File: config.mk
export PLATFORM = sky130hd
export DESIGN_NAME = pc_fetch_unit
export DESIGN_NICKNAME = d
export VERILOG_FILES = /design/src/rtl/pc_fetch_unit.sv
export SDC_FILE = /design/constraint.sdc
export NUM_CORES = 1
export LEC_CHECK = 0
export BUFFER_PORTS_ARGS = -buffer_cell sky130_fd_sc_hd__buf_2
export CAP_MARGIN = 20
export CORE_AREA = 5 5 119 121
export CTS_CLUSTER_DIAMETER = 40
export DETAILED_ROUTE_END_ITERATION = 10
export DIE_AREA = 0 0 124 126
export GPL_ROUTABILITY_DRIVEN = 0
export PLACE_DENSITY = 0.83
export SLEW_MARGIN = 20
export SYNTH_ARGS = -nofsm -noshare
export SYNTH_HDL_FRONTEND = slang
export SYNTH_SLANG_ARGS = --single-unit
File: constraint.sdc
create_clock -name clk -period 9.5 [get_ports clk]
set_input_delay 1.425 -clock clk [delete_from_list [all_inputs] [get_ports clk]]
set_output_delay 1.425 -clock clk [all_outputs]
set_load 0.05 [all_outputs]
File: src/rtl/pc_fetch_unit.sv
// ---------------------------------------------------------------------------
// pc_fetch_unit
//
// Program-counter and fetch-sequencing stage of a single-cycle processor.
// Holds the word-addressed PC that drives the instruction memory, and picks
// the next PC from four sources: sequential, branch, jump or jump-register.
// It also sequences the boot, halt and address-fault conditions.
//
// Parameters
//   RESET_PC    PC loaded on reset (word address)
//   ADDR_WIDTH  implemented instruction-memory index bits
//
// Ports
//   clk              in   rising-edge clock
//   rst_n            in   synchronous active-low reset
//   stall            in   hold PC, state and counter this cycle (RUN only)
//   branch_taken     in   take conditional branch (pc_plus1 + branch_offset)
//   branch_offset    in   sign-extended word offset
//   jump             in   absolute jump {pc_plus1[31:26], jump_index}
//   jump_index       in   jump target field
//   jump_reg         in   register jump to jump_reg_target
//   jump_reg_target  in   register value for jump_reg
//   halt             in   current instruction is a halt
//   resume           in   leave HALTED
//   pc               out  current PC / instruction-memory address
//   pc_plus1         out  pc + 1 (link value / branch base)
//   fetch_valid      out  instruction at pc executes this cycle
//   state            out  0 BOOT, 1 RUN, 2 HALTED, 3 FAULT
//   addr_fault       out  PC left the implemented memory range
//   fetch_count      out  instructions completed since reset (saturating)
// ---------------------------------------------------------------------------
module pc_fetch_unit #(
    parameter logic [31:0] RESET_PC   = 32'h0000_0000,
    parameter int          ADDR_WIDTH = 8
) (
    input  logic        clk,
    input  logic        rst_n,
    input  logic        stall,
    input  logic        branch_taken,
    input  logic [31:0] branch_offset,
    input  logic        jump,
    input  logic [25:0] jump_index,
    input  logic        jump_reg,
    input  logic [31:0] jump_reg_target,
    input  logic        halt,
    input  logic        resume,
    output logic [31:0] pc,
    output logic [31:0] pc_plus1,
    output logic        fetch_valid,
    output logic [1:0]  state,
    output logic        addr_fault,
    output logic [31:0] fetch_count
);

    typedef enum logic [1:0] {
        ST_BOOT   = 2'd0,
        ST_RUN    = 2'd1,
        ST_HALTED = 2'd2,
        ST_FAULT  = 2'd3
    } fetch_state_e;

    // Bits above the implemented index; any of them set means out of range.
    // With ADDR_WIDTH = 32 the shift yields 0, so the mask becomes all-zero.
    localparam logic [31:0] OOR_MASK = ~((32'd1 << ADDR_WIDTH) - 32'd1);

    fetch_state_e state_q, state_d;
    logic [31:0]  pc_q, pc_d;
    logic [31:0]  fetch_count_q, fetch_count_d;
    logic         addr_fault_q, addr_fault_d;

    logic [31:0]  pc_plus1_s;
    logic [31:0]  next_pc_s;
    logic         next_oor_s;

    assign pc_plus1_s = pc_q + 32'd1;

    // Next-PC selection: jump_reg > jump > branch > sequential.
    always_comb begin
        next_pc_s = pc_plus1_s;
        if (jump_reg) begin
            next_pc_s = jump_reg_target;
        end else if (jump) begin
            next_pc_s = {pc_plus1_s[31:26], jump_index};
        end else if (branch_taken) begin
            next_pc_s = pc_plus1_s + branch_offset;
        end else begin
            next_pc_s = pc_plus1_s;
        end
        next_oor_s = |(next_pc_s & OOR_MASK);
    end

    // Next-state, next-PC and counter logic for the fetch sequencer.
    always_comb begin
        state_d       = state_q;
        pc_d          = pc_q;
        fetch_count_d = fetch_count_q;
        addr_fault_d  = addr_fault_q;
        case (state_q)
            ST_BOOT: begin
                // RESET_PC is executed as-is; it is never range-checked here.
                state_d = ST_RUN;
            end
            ST_RUN: begin
                if (!stall) begin
                    pc_d = next_pc_s;
                    if (fetch_count_q != 32'hFFFF_FFFF) begin
                        fetch_count_d = fetch_count_q + 32'd1;
                    end else begin
                        fetch_count_d = fetch_count_q;
                    end
                    // Fault outranks halt when both apply in the same cycle.
                    if (next_oor_s) begin
                        state_d      = ST_FAULT;
                        addr_fault_d = 1'b1;
                    end else if (halt) begin
                        state_d = ST_HALTED;
                    end else begin
                        state_d = ST_RUN;
                    end
                end else begin
                    state_d = ST_RUN;
                end
            end
            ST_HALTED: begin
                if (resume) begin
                    state_d = ST_RUN;
                end else begin
                    state_d = ST_HALTED;
                end
            end
            ST_FAULT: begin
                // Only reset leaves FAULT; the offending PC stays visible.
                state_d      = ST_FAULT;
                addr_fault_d = 1'b1;
            end
            default: begin
                state_d = ST_BOOT;
            end
        endcase
    end

    // State, PC, fault flag and instruction counter registers.
    always_ff @(posedge clk) begin
        if (!rst_n) begin
            state_q       <= ST_BOOT;
            pc_q          <= RESET_PC;
            fetch_count_q <= 32'd0;
            addr_fault_q  <= 1'b0;
        end else begin
            state_q       <= state_d;
            pc_q          <= pc_d;
            fetch_count_q <= fetch_count_d;
            addr_fault_q  <= addr_fault_d;
        end
    end

    assign pc          = pc_q;
    assign pc_plus1    = pc_plus1_s;
    assign fetch_valid = (state_q == ST_RUN);
    assign state       = state_q;
    assign addr_fault  = addr_fault_q;
    assign fetch_count = fetch_count_q;

endmodule

==> impl_metrics.env <==
export IMPL_maxCapViolCount=0
export IMPL_wire_per_inst_um=18.3
export IMPL_totalNegativeSetupSlack_ns=0
export IMPL_critPathKind="primary input to register"
export IMPL_cts_root_buf="clkbuf_16"
export IMPL_multi_input_area_mm2=0.00472
export IMPL_area_delta_synth_final_pct=20.8
export IMPL_setup_viol=0
export IMPL_cts_path_max_buffers=2
export IMPL_hpwl_um=17400
export IMPL_ant_nets=0
export IMPL_grt_pass1_vias=6797
export IMPL_ctsResizeCount=0
export IMPL_netlist_top_cell_by_area="dfxtp_1"
export IMPL_die_w_um=124
export IMPL_maxSlewHeadroom=0.317
export IMPL_num_fill_cells=1238
export IMPL_via_per_inst=6.17
export IMPL_yosysTopAreaCellShare=0.211
export IMPL_yosysWarningCount=0
export IMPL_synth_cell_area_mm2=0.00634
export IMPL_status="finished, final reports clean"
export IMPL_cts_sinks=67
export IMPL_overflow=0
export IMPL_fmax_mhz=208
export IMPL_power_density_mw_per_mm2=133
export IMPL_track_usage=0.270
export IMPL_coreArea_mm2=0.0130
export IMPL_antenna_found_initial=1
export IMPL_grt_pass1_wl_um=34300
export IMPL_worst_slew_pin_slew_ns=1.02
export IMPL_firstDrtPassIters=6
export IMPL_ir_drop_v=0.000112
export IMPL_syn_inst=854
export IMPL_antenna_cells=0
export IMPL_num_io_pins=198
export IMPL_totalWireLength_um=22000
export IMPL_htreeDepth=3
export IMPL_initial_core_util=0.489
export IMPL_cts_made_buffers=9
export IMPL_cts_clk_slew_worst_paths_ns=0.06
export IMPL_power_total_mw=1.02
export IMPL_yosys_top_cells_area="dfxtp_1, ha_1, nand2_1, nor2_1, xor2_1"
export IMPL_drtIter0Drc=1056
export IMPL_p_leak_nw=3.57
export IMPL_timing_final_crit_period_ns=4.81
export IMPL_num_rows=42
export IMPL_min_path_type="register to register"
export IMPL_grt_start_max_net_pins=60
export IMPL_fin_nets=1162
export IMPL_die_h_um=126
export IMPL_synth_main_ff_cell="dfxtp_1"
export IMPL_synth_edf_count=0
export IMPL_fin_skew_ns=0.00754
export IMPL_yosysSeqAreaShare=0.211
export IMPL_cts_setup_buffers=0
export IMPL_yosysUniqueCellTypes=86
export IMPL_dieArea_mm2=0.0156
export IMPL_synth_fp_nets=994
export IMPL_holdBufCountCts=0
export IMPL_syn_mean_instance_area_um2=7.43
export IMPL_cts_tree="done"
export IMPL_rsz0062_at_grt="no"
export IMPL_cp_arrival_ns=5.03
export IMPL_routed_via_count=7421
export IMPL_finalCritPeriodShare=0.506
export IMPL_drive_gt1_frac=0.233
export IMPL_slew_viol_final=0
export IMPL_numPortBuffers=197
export IMPL_worst_setup_path_end_kind="register"
export IMPL_clk_latency_ns=0.33
export IMPL_hold_viol=0
export IMPL_register_area_mm2=0.00134
export IMPL_synth_seq_cells=67
export IMPL_path_max_fanout=33
export IMPL_required_ns=9.72
export IMPL_startpoint_type="primary input"
export IMPL_async_reset_ff_frac=0
export IMPL_drc=0
[worst paths after layout]
check	from	to	slack (ns)	cells past startpoint
max	jump_reg	state[1]$_SDFF_PN0_	4.69	12
min	addr_fault$_SDFFE_PN0P_	addr_fault$_SDFFE_PN0P_	0.49	2
max reg2reg	pc[5]$_SDFFE_PN0P_	state[1]$_SDFF_PN0_	4.69	15
min reg2reg	addr_fault$_SDFFE_PN0P_	addr_fault$_SDFFE_PN0P_	0.49	2
[cells by family after synthesis]
kind of cell	Yosys count	share of synthesized area
flops	67	0.211
compound gates	237	0.254
mux	9	0.0142
simple gates	374	0.295
buf+inv	55	0.0438
xor+xnor	70	0.0966
fa+ha+maj	42	0.0840
[layout make-up]
| type | count | area share |
|---|---|---|
| multi-input cells | 732 | 0.616 |
| well taps | 176 | 0.0287 |
| clock buffers | 9 | 0.0294 |
| repair buffers | 200 | 0.132 |
| flip-flops and latches | 67 | 0.175 |
| inverters | 12 | 0.00588 |
| clock inverters | 7 | 0.0129 |
[power breakdown]
part	total, mW	leakage [nW]	switching (mW)	internal, mW
sequential	0.309	0.545	0.0173	0.292
combinational	0.346	2.87	0.235	0.111
clock	0.361	0.156	0.130	0.231
[critical path, stage by stage]
cell	delay, ns
buf_2	0.49
clkinv_1	0.81
nand2_1	0.67
a211oi_1	0.12
and3_1	0.20
and3_1	0.17
a211oi_1	0.28
and3b_1	0.20
nand4_1	0.09
nor2_1	0.21
a311oi_1	0.12
o221a_1	0.22
[per-stage QoR]
step	utilization	hold WS [ns]	setup slack, ns	instances	area (um2)
after floorplan	-	0.701	4.30	854	6340
after global placement	0.565	0.483	4.58	1187	7340
after detailed placement	0.565	0.479	4.51	1187	7340
after CTS	0.590	0.492	4.84	1203	7660
after global routing	0.590	0.506	4.41	1203	7660
final	0.590	0.487	4.69	1203	7660
[routing by layer]
| layer | global-route usage | routed length, um | up-vias |
|---|---|---|---|
| met5 | 0 | 11 | - |
| met3 | 0.0717 | 2850 | 82 |
| li1 | - | - | 3504 |
| met2 | 0.427 | 9800 | 495 |
| met1 | 0.351 | 8480 | 3338 |
| met4 | 0.102 | 857 | 2 |
[cells in the mapped netlist (6+ instances only)]
master	count
a211oi_1	16
a21o_1	16
a21oi_1	57
a31oi_1	9
and2_1	13
and3_1	24
and4_1	9
buf_6	8
clkbuf_1	28
dfxtp_1	67
ha_1	41
inv_1	10
mux2i_1	9
nand2_1	103
nand2b_1	6
nand3_1	37
nand4_1	26
nor2_1	92
nor2b_1	8
nor3_1	15
nor4_1	8
o211ai_1	16
o21a_1	10
o21ai_0	42
o22ai_1	8
or3_1	6
xnor2_1	31
xor2_1	39
[cell usage in the layout, fill, tap and decap left out, drive strengths merged, types with 17 or more instances in the layout]
cell | synthesis | routed
buf | 15 | 200
nand2 | 103 | 103
nor2 | 93 | 93
dfxtp | 67 | 67
a21oi | 58 | 58
o21ai | 45 | 45
ha | 41 | 41
xor2 | 39 | 39
nand3 | 37 | 37
xnor2 | 31 | 31
nand4 | 27 | 27
and3 | 26 | 26
a211oi | 17 | 17
nor3 | 17 | 17
[state kept, by name, indices dropped and copies added, names as in the netlist]
| name | cells |
|---|---|
| state | 2 |
| pc | 32 |
| fetch_count | 32 |
| addr_fault | 1 |
Power figures use the tool's default switching activity.
